## config.mk

```make
export PLATFORM = sky130hd
export DESIGN_NAME = mux_arb_nx1
export DESIGN_NICKNAME = d
export VERILOG_FILES = /design/src/rtl/mux_arb_nx1.sv
export SDC_FILE = /design/constraint.sdc
export NUM_CORES = 1
export LEC_CHECK = 0
export BUFFER_PORTS_ARGS = -buffer_cell sky130_fd_sc_hd__buf_2
export CAP_MARGIN = 30
export CORE_MARGIN = 2
export CORE_UTILIZATION = 35
export CTS_BUF_LIST = sky130_fd_sc_hd__clkbuf_4 sky130_fd_sc_hd__clkbuf_8
export DETAILED_ROUTE_END_ITERATION = 10
export GPL_TIMING_DRIVEN = 0
export PLACE_DENSITY = 0.75
export SLEW_MARGIN = 20
export SYNTH_ARGS = -nofsm -noshare
export SYNTH_HDL_FRONTEND = slang
export SYNTH_SLANG_ARGS = --single-unit
```

## constraint.sdc

```tcl
create_clock -name clk -period 2.45 [get_ports clk]
set_input_delay 0.245 -clock clk [delete_from_list [all_inputs] [get_ports clk]]
set_output_delay 0.245 -clock clk [all_outputs]
set_load 0.02 [all_outputs]
```

## src/rtl/mux_arb_nx1.sv

```systemverilog
// N-to-1 multiplexer with a one-entry registered, handshaked output.
// Channels are picked either by a fixed index or by round-robin over valid inputs.
module mux_arb_nx1 #(
   parameter int WIDTH = 32,
   parameter int N     = 4,
   localparam int SELW = $clog2(N)
) (
   input  logic                 clk,
   input  logic                 rst,
   input  logic                 mode,
   input  logic [SELW-1:0]      sel,
   input  logic [N*WIDTH-1:0]   e,
   input  logic [N-1:0]         e_valid,
   output logic [N-1:0]         e_ready,
   output logic [WIDTH-1:0]     salMux,
   output logic                 sal_valid,
   input  logic                 sal_ready,
   output logic [SELW-1:0]      sal_canal
);

   logic [WIDTH-1:0] chanData [N];
   logic [WIDTH-1:0] dataQ, dataD;
   logic [SELW-1:0]  canalQ, canalD;
   logic [SELW-1:0]  ptrQ, ptrD;
   logic             validQ, validD;

   logic [SELW-1:0]  grantIdx;
   logic             grantValid;
   logic             loadOk;
   logic             transfer;
   logic [SELW:0]    probe;
   logic [SELW-1:0]  probeIdx;

   always_comb begin
      for (int i = 0; i < N; i++) begin
         chanData[i] = e[i*WIDTH +: WIDTH];
      end
   end

   // Round-robin scans ptr, ptr+1, ... wrapping at N; first valid channel wins.
   always_comb begin
      grantIdx   = '0;
      grantValid = 1'b0;
      probe      = '0;
      probeIdx   = '0;
      if (!mode) begin
         if ({1'b0, sel} < (SELW+1)'(N)) begin
            grantIdx   = sel;
            grantValid = e_valid[sel];
         end
      end else begin
         for (int k = N - 1; k >= 0; k--) begin
            probe = {1'b0, ptrQ} + (SELW+1)'(k);
            if (probe >= (SELW+1)'(N)) begin
               probe = probe - (SELW+1)'(N);
            end
            probeIdx = probe[SELW-1:0];
            if (e_valid[probeIdx]) begin
               grantIdx   = probeIdx;
               grantValid = 1'b1;
            end
         end
      end
   end

   assign loadOk   = !validQ || sal_ready;
   assign transfer = grantValid && loadOk && !rst;

   always_comb begin
      e_ready = '0;
      if (transfer) begin
         e_ready[grantIdx] = 1'b1;
      end
   end

   always_comb begin
      dataD  = dataQ;
      canalD = canalQ;
      validD = validQ;
      ptrD   = ptrQ;
      if (transfer) begin
         dataD  = chanData[grantIdx];
         canalD = grantIdx;
         validD = 1'b1;
         if (mode) begin
            ptrD = (grantIdx == SELW'(N - 1)) ? '0 : grantIdx + 1'b1;
         end
      end else if (validQ && sal_ready) begin
         validD = 1'b0;
      end
   end

   always_ff @(posedge clk) begin
      if (rst) begin
         dataQ  <= '0;
         canalQ <= '0;
         validQ <= 1'b0;
         ptrQ   <= '0;
      end else begin
         dataQ  <= dataD;
         canalQ <= canalD;
         validQ <= validD;
         ptrQ   <= ptrD;
      end
   end

   assign salMux    = dataQ;
   assign sal_valid = validQ;
   assign sal_canal = canalQ;

endmodule

```

==> key figures, run 1 <==
Routing
  • First-pass iteration count of the detailed router: 4
  • Via count: 2736
  • Routed WL: 7850 um
  • Routed Antenna Nets: 0
  • Remaining DRCs: 0
  • Vias/cell: 4.87
  • Initial DRC Count: 70
  • WL/cell: 14.0 um

CTS
  • TritonCTS Buffers: 5
  • TritonCTS clock tree: done
  • CTS root buffer: clkbuf_8
  • Post-CTS Repair Setup Buffers: 0
  • Clk buf depth: 2
  • H-tree depth: 2
  • Worst-skew pair later-pin latency: 280 ps
  • Sink Count: 37
  • # hold bufs at CTS: 0
  • Reg clk slew, reported paths: roughly 70 ps

Hold path
  • Worst min-delay path class: in2reg
  • WHS Path Cells: 3
  • Start point of the worst min-delay path: sal_ready
  • WHS Endpoint: sal_valid

Floorplanning
  • Full die area: 9320 um2
  • Die height: 96.5 um
  • I/O pin total: 177
  • Initial Util: 36.3%
  • Std cell rows: 33
  • CORE AREA: 8260 um2
  • DIE WIDTH: 96.5 um

Timing
  • Clk_skew: about 8 ps
  • Final setup TNS: 0 ps
  • Unrepaired setup endpoints after global routing: false
  • Final setup violation count: 0
  • Worst Tran Pin Value: 404 ps
  • Relative slew slack: around three quarters
  • Fmax: 436 MHz
  • Min cycle time layout: between 2000 and 2500 ps
  • Final Max Tran Viols: 0
  • Final hold violations: 0
  • Fin crit share: approximately 94%

Finish
  • Antenna Cells: 0
  • Fin nets: 595
  • Share of cells above drive strength 1: between 50 and 60%
  • Area grow syn2layout: 36.7%
  • Final core occ: about half

Worst setup path
  • CP arrival: 2050 ps
  • CP Capture Type: output pin
  • Worst r2r src: ptrQ[0]
  • Setup crit start kind: flop
  • Worst Path Required: 2200 ps
  • Crit Reg-Reg Endpoint: ptrQ[1]
  • Worst Setup Path Type: reg2out
  • Crit Path Max Fanout: 10
  • R2r worst-path depth: 9
  • R2r setup slk: 570 ps

Placement
  • Placer congestion estimate: ~0.80
  • PortBufs: 175
  • DP HPWL: 6230 um

Yosys
  • #FFs+latches synth: 37
  • Leading cell types by count after synthesis: mux2i_1 (66), dfxtp_1 (37), mux2_4 (32), nand3b_1 (32), o21ai_2 (32)
  • Post-synth cell types: 33
  • Post-synth EDFFs: 0
  • Top cell type by total area after synthesis: dfxtp_1
  • Avg Inst Size Synth: about 11 um2
  • Synth top area cells: dfxtp_1 (25%), mux2i_1 (22%), mux2_4 (16%)
  • Ys flop type: dfxtp_1
  • Async S/R FF share, synth: 0%
  • Synth Warn #: 0
  • Top cell type's share of synthesized area: 24.7%
  • Synthesized area: 3000 um2
  • Syn Inst Count: 274
  • Synth Net Count: 413
  • Sequential area share after synthesis: around a quarter
  • Most frequent cell after synthesis: mux2i_1

Power
  • Worst VDD drop: ~0.00027 V
  • Pwr per Cell Area: 522 nW/um2
  • Leakage Power: 0.00218 uW

Global routing
  • Grt total ovfl: 0
  • Largest net degree at the start of global routing: 11
  • Initial antenna violation count: 0
  • Global-route wire length before repair: 12000 um
  • Tot GR Track Use: ~17%
  • Vias in the first global route: roughly 2600

Flow run
  • Max-cap viol count: 0

Outcome
  • Outcome: finished, final reports clean
## sequential cells by signal, indices dropped and copies added (netlist names)
signal / cells
salMux: 32
sal_canal: 2
sal_valid: 1
ptrQ: 2
## layout make-up
cell class                      instances  area [um2]
Fill cell                             813        4160
Multi-Input combinational cell        207        1970
Timing Repair Buffer                  175         876
Sequential cell                        37         742
Buffer                                 25         272
Tap cell                              105         131
Clock buffer                            8        91.3
Inverter                                5        18.8
## power breakdown
group	internal, uW	leakage, uW	switching [uW]
clock network	235	0.0000498	204
registers	686	0.000307	39.9
logic	505	0.00182	469
## repair_timing
| item | 4_1_cts | 5_1_grt |
|---|---|---|
| gates resized for setup | 0 | 1 |
| setup endpoints to repair | 0 | 1 |
| endpoints found under the hold margin | 0 | 0 |
## kinds of logic after synthesis
family | share of synthesized area [%]
muxes | 39.8
adders and majority gates | 0.417
and+or+nand+nor | 12.4
AOI/OAI and AO/OA | 12.9
DFF | 24.7
buffers and inverters | 9.69
## worst max-delay path by stage
stage | startpoint | end | slack (ps) | depth (start not counted)
after floorplan | ptrQ[1] | e_ready[1] | 520 | 7
after global placement | e_valid[3] | e_ready[2] | 370 | 8
after detailed placement | e_valid[2] | e_ready[2] | 370 | 8
after CTS | ptrQ[1] | e_ready[3] | 90 | 11
after global routing | ptrQ[0] | e_ready[3] | 20 | 10
final | ptrQ[1] | e_ready[3] | 160 | 11
## critical path: stages (launching register included)
cell	delay [ps]
dfxtp_2	380
inv_2	60
a21oi_1	150
o221ai_1	120
a31o_1	240
buf_6	160
buf_12	160
inv_2	70
ha_1	150
inv_1	40
nor2_1	80
buf_2	160
## placed cells by master (no fill, tap or decap), drive strengths merged
cell / count
a21oi: 8
a31o: 1
and2: 1
buf: 196
clkbuf: 12
dfxtp: 37
ha: 1
inv: 5
mux2: 32
mux2i: 66
mux4: 2
nand2: 3
nand2b: 6
nand3: 1
nand3b: 32
nor2: 7
nor2b: 2
nor3: 4
o2111ai: 1
o211ai: 2
o21a: 1
o21ai: 33
o21bai: 1
o221ai: 1
or3: 1
or4: 1
## through the flow
stage	setup WS [ps]	hold WS, ps	instance area, um2	total power, uW	std cells
floorplan	518	443	3000	1430	274
CTS	88.3	244	4100	2180	562
global placement	372	469	4000	1710	554
detailed placement	366	472	4000	1730	554
finish	155	262	4100	2140	562
global route	22.5	281	4100	2290	562
## metal layers
| metal | track usage, % | routed length [um] |
|---|---|---|
| met5 | 0 | 0 |
| met4 | 4.23 | 47 |
| met3 | 3.34 | 538 |
| met2 | 31.7 | 4160 |
| met1 | 18.7 | 3100 |
(Power assumes the default switching activity.)
==> run 2, diff against run 1 <==
--- a/config.mk
+++ b/config.mk
@@ -7,7 +7,6 @@
 export LEC_CHECK = 0
 export BUFFER_PORTS_ARGS = -buffer_cell sky130_fd_sc_hd__buf_2
 export CAP_MARGIN = 30
-export CORE_MARGIN = 2
 export CORE_UTILIZATION = 35
 export CTS_BUF_LIST = sky130_fd_sc_hd__clkbuf_4 sky130_fd_sc_hd__clkbuf_8
 export DETAILED_ROUTE_END_ITERATION = 10
==> run 2 against run 1 <==
- clock power is 1% higher
- clock-buffer cell count stayed put
- register-to-register slack better by 30 ps
- core utilization stayed put
- wire length is 0.20% lower
- via count is 1.1% higher
- power is 0.31% higher
- clock skew is 4.9 ps lower
- die area is 4.1% lower
- design area stayed put
- sequential power hardly changed
==> key figures, run 2 (same netlist as run 1, synthesis figures left out) <==
Routing
  • Remaining DRCs: 0
  • First-pass iteration count of the detailed router: 4
  • Initial DRC Count: 40
  • WL/cell: 13.9 um
  • Via count: between 2000 and 3000
  • Routed WL: just under 8000 um
  • Routed Antenna Nets: 0
  • Vias/cell: between 4 and 5

Finish
  • Layout Cells excl Fill: approximately 560
  • Antenna Cells: 0
  • Commonest non-fill, non-tap cell in the layout: buf_2
  • Final instance area: 4100 um2
  • Max reg flops: 32
  • Area grow syn2layout: 36.7%
  • Most frequent cells in the layout: buf_2 (176), mux2i_1 (66), dfxtp_1 (36)
  • Fin nets: a little under 600
  • Share of cells above drive strength 1: 59.5%
  • Final core occ: 49.6%

CTS
  • Sink Count: 37
  • Clk buf depth: 2
  • Worst-skew pair later-pin latency: between 200 and 300 ps
  • TritonCTS Buffers: 5
  • CTS root buffer: clkbuf_8
  • Reg clk slew, reported paths: 70 ps
  • TritonCTS clock tree: done
  • Post-CTS Repair Setup Buffers: 0
  • H-tree depth: 2

Worst setup path
  • Crit path cell chain: inv_2 > a21oi_1 > o221ai_1 > a31o_1 > buf_6 > buf_12 > inv_2 > ha_1 > inv_1 > nor2_1 > buf_2
  • R2r worst-path depth: 9
  • CP Capture Type: output pin
  • Slowest cell delay on critical path: 370 ps
  • Worst r2r src: ptrQ[0]
  • Worst Setup Path Type: reg2out
  • CP max-delay cell: dfxtp_2
  • R2r setup slk: about 600 ps
  • Setup crit start kind: flop
  • CP arrival: 2010 ps
  • Crit Path Max Fanout: 10
  • Crit Reg-Reg Endpoint: ptrQ[1]
  • CP dominant cell by count: inv_2
  • Worst Path Required: 2200 ps

Timing
  • Clk_skew: 3.14 ps
  • Min cycle time layout: 2250 ps
  • Final hold violations: 0
  • Fmax: between 400 and 500 MHz
  • Unrepaired setup endpoints after global routing: false
  • Final Max Tran Viols: 0
  • Final WS setup: just under 200 ps
  • Worst Tran Pin Value: ~430 ps
  • Fin crit share: 92.0%
  • Final setup violation count: 0
  • Final setup TNS: 0 ps
  • Relative slew slack: 71.1%

Placement
  • Placed standard-cell area: between 4000 and 5000 um2
  • DP Worst Slack: 354 ps
  • PortBufs: 175
  • DP HPWL: between 6000 and 7000 um
  • Cells after DPL: about 550
  • Placer congestion estimate: 0.823

Floorplanning
  • I/O pin total: 177
  • Full die area: between 8000 and 9000 um2
  • CORE AREA: 8260 um2
  • DIE WIDTH: 94.5 um
  • Initial Util: a little over a third
  • Die height: between 90 and 100 um
  • Std cell rows: 33

Outcome
  • Outcome: finished, final reports clean

Global routing
  • Tot GR Track Use: between 15 and 20%
  • Vias in the first global route: 2709
  • Largest net degree at the start of global routing: 11
  • Grt total ovfl: 0
  • Initial antenna violation count: 0
  • Global-route wire length before repair: 12200 um

Flow run
  • Max-cap viol count: 0

Hold path
  • WHS Endpoint: sal_valid
  • WHS Path Cells: 3
  • Start point of the worst min-delay path: sal_ready
  • Worst min-delay path class: in2reg

Power
  • Pwr per Cell Area: between 500 and 600 nW/um2
  • Worst VDD drop: around 0.00018 V
  • Leakage Power: 0.00218 uW
[run 2: cell counts in the layout (fill, tap and decap cells not counted)]
Identical to the previous run, type by type.
[run 2: routing by layer]
layer  part of all wire, %  track usage [%]  routed length [um]  vias to the layer above
met2                    54             34.2                4220                       99
met3                   5.2             3.38                 404                        8
met1                    40             18.8                3120                     1285
li1                      -                -                   -                     1373
met4                   1.2             4.92                  95                        0
met5                     0                0                   0                        -
[run 2: how the worst max path moves through the flow]
stage | startpoint | to | slack, ps | cells past startpoint
after floorplan | ptrQ[1] | e_ready[1] | 520 | 7
after global placement | e_valid[3] | e_ready[2] | 360 | 8
after detailed placement | e_valid[2] | e_ready[0] | 350 | 8
after CTS | ptrQ[1] | e_ready[3] | 100 | 11
after global routing | ptrQ[1] | e_ready[3] | 9 | 11
final | ptrQ[1] | e_ready[3] | 200 | 11
[run 2: what timing repair did]
item | CTS | global route
resized for setup | 0 | 1
endpoints found under the setup margin | 0 | 1
hold buffers | 0 | 0
[run 2: critical path, delay by kind of cell, from the launching register on]
family	cells	cell delay (ps)
AO/OA/AOI/OAI	3	490
AND/OR/NAND/NOR	1	80
buffers and inverters	6	640
flip-flops	1	370
adder cells (fa/ha/maj)	1	140
[run 2: through the flow]
step | total power, uW | hold slack, ps
2_1_floorplan | 1430 | 443
3_3_place_gp | 1710 | 468
3_5_place_dp | 1730 | 471
4_1_cts | 2190 | 226
5_1_grt | 2280 | 234
6_report | 2150 | 238
[run 2: final cells by class]
cell class                      count  area, um2
Fill cell                         800       4160
Sequential cell                    37        742
Multi-Input combinational cell    207       1970
Timing Repair Buffer              175        876
Inverter                            5       18.8
Clock buffer                        8       91.3
Tap cell                          105        131
Buffer                             25        272
[run 2: power by group]
part | total [uW] | switching (uW) | internal, uW
Combinational | 977 | 472 | 505
Sequential | 726 | 39.4 | 686
Clock | 444 | 208 | 235
Total | 2150 | 719 | 1430
==> run 3, diff against run 2 <==
--- a/config.mk
+++ b/config.mk
@@ -8,7 +8,7 @@
 export BUFFER_PORTS_ARGS = -buffer_cell sky130_fd_sc_hd__buf_2
 export CAP_MARGIN = 30
 export CORE_UTILIZATION = 35
-export CTS_BUF_LIST = sky130_fd_sc_hd__clkbuf_4 sky130_fd_sc_hd__clkbuf_8
+export CTS_BUF_LIST = sky130_fd_sc_hd__clkbuf_4
 export DETAILED_ROUTE_END_ITERATION = 10
 export GPL_TIMING_DRIVEN = 0
 export PLACE_DENSITY = 0.75
==> run 3 against run 2 <==
- sequential cell count stayed put
- combinational power is 1% higher
- maximum frequency increased by 1.8%
- largest power group unchanged
- highest routed layer unchanged
- wire length increased by 0.61%
- critical path depth is the same
- hold slack got worse by 62 ps
- critical endpoint unchanged
- power decreased by 3.8%
- sequential power barely moved
- core utilization grew 0.14 points
==> key figures, run 3 (same netlist as run 1, synthesis figures left out) <==
Worst setup path
  • Top delay family on crit path: buffers and inverters
  • Setup crit start kind: flop
  • CP Capture Type: output pin
  • CP dominant cell by count: inv_2
  • CP arrival: a little under 2000 ps
  • Worst Setup Path Type: reg2out
  • Crit path cell chain: inv_2 > a21oi_2 > o221ai_1 > a31o_1 > buf_6 > buf_12 > inv_2 > ha_1 > inv_1 > nor2_1 > buf_4
  • Worst Path Buf+Inv: 6
  • Worst Path Required: between 2000 and 2500 ps
  • CP max-delay cell: dfxtp_4
  • Slowest cell delay on critical path: approximately 390 ps
  • Crit Path Max Fanout: 10

Finish
  • Commonest non-fill, non-tap cell in the layout: buf_2
  • Area grow syn2layout: 37.1%
  • Fin nets: about 600
  • Final core occ: 49.7%
  • Share of cells above drive strength 1: approximately 60%
  • Max reg flops: 32
  • Most frequent cells in the layout: buf_2 (175), mux2i_1 (66), dfxtp_1 (36)
  • Antenna Cells: 0

Routing
  • Vias/cell: 4.92
  • Routed Antenna Nets: 0
  • WL/cell: 13.9 um
  • Initial DRC Count: 48
  • First-pass iteration count of the detailed router: 4
  • Via count: 2786
  • Routed WL: 7880 um
  • Remaining DRCs: 0

Timing
  • Worst Tran Pin Value: 430 ps
  • Final Max Tran Viols: 0
  • Final hold violations: 0
  • Fin crit share: about nine tenths
  • Clk_skew: 2.75 ps
  • Relative slew slack: 71.3%
  • Min cycle time layout: 2220 ps
  • Final WS setup: approximately 230 ps
  • Fin Hold WS: 175 ps
  • Final setup violation count: 0
  • Fmax: 451 MHz

CTS
  • # hold bufs at CTS: 0
  • Worst-skew pair later-pin latency: ~330 ps
  • Reg clk slew, reported paths: about 110 ps
  • Sink Count: 37
  • TritonCTS Buffers: 5
  • Clk buf depth: 2
  • H-tree depth: 2
  • CTS root buffer: clkbuf_4
  • TritonCTS clock tree: done

Floorplanning
  • Initial Util: a little over a third
  • Full die area: 8940 um2
  • DIE WIDTH: 94.5 um
  • I/O pin total: 177
  • CORE AREA: about 8300 um2
  • Std cell rows: 33
  • Die height: 94.5 um

Hold path
  • Worst min-delay path class: in2reg

Global routing
  • Largest net degree at the start of global routing: 11
  • Initial antenna violation count: 0
  • Vias in the first global route: 2707
  • Grt total ovfl: 0
  • Tot GR Track Use: around 18%
  • Global-route wire length before repair: 12200 um

Outcome
  • Outcome: finished, final reports clean

Power
  • Pwr per Cell Area: ~500 nW/um2
  • Worst VDD drop: between 0.00015 and 0.0002 V
  • Leakage Power: 0.00219 uW

Placement
  • DP Worst Slack: 354 ps
  • Placer congestion estimate: 0.823
  • DP HPWL: 6250 um
  • PortBufs: between 150 and 200

Flow run
  • Max-cap viol count: 0
[run 3: cell count changes in the layout (fill, tap and decap cells not counted), sizes merged]
cell / change
buf: +4
[run 3: repair_timing]
action | CTS | global route
resized for setup | 0 | 5
endpoints found under the setup margin | 0 | 3
setup buffers | 0 | 4
[run 3: final timing paths]
kind | cells after the start | from | to | slack [ps]
min reg2reg | 2 | salMux[5] | salMux[5] | 490
max reg2reg | 10 | ptrQ[0] | salMux[29] | 540
min | 3 | sal_ready | sal_valid | 180
max | 11 | ptrQ[1] | e_ready[3] | 230
[run 3: area by class of cell]
type / instances / area, um2
Tap cell: 105 / 131
Sequential cell: 37 / 744
Timing Repair Buffer: 179 / 908
Buffer: 25 / 275
Inverter: 5 / 18.8
Fill cell: 799 / 4150
Clock buffer: 8 / 60.1
Multi-Input combinational cell: 207 / 1970
[run 3: per-layer routing]
layer / track usage (%) / part of all wire [%]
met5: 0 / 0
met4: 5.81 / 1.5
met3: 3.54 / 5.0
met2: 33.9 / 53
met1: 18.7 / 40
[run 3: stage by stage]
step | power, uW | TNS, ps | instance area (um2) | std cells
2_1_floorplan | 1430 | 0 | 3000 | 274
3_3_place_gp | 1710 | 0 | 4000 | 554
3_5_place_dp | 1730 | 0 | 4000 | 554
4_1_cts | 2090 | 0 | 4060 | 562
5_1_grt | 2200 | -54.2 | 4110 | 566
6_report | 2060 | 0 | 4110 | 566
[run 3: power by group]
part           switching, uW  internal (uW)
sequential              39.3            686
combinational            475            516
clock                    200            148
total                    714           1350
[run 3: worst reg2reg max path, delay by kind of cell, from the launching register on]
kind / cells / cell delay [ps]
AND/OR/NAND/NOR: 1 / 60
buffers and inverters: 4 / 640
flip-flops: 1 / 320
multiplexers: 2 / 390
AO/OA/AOI/OAI: 3 / 440
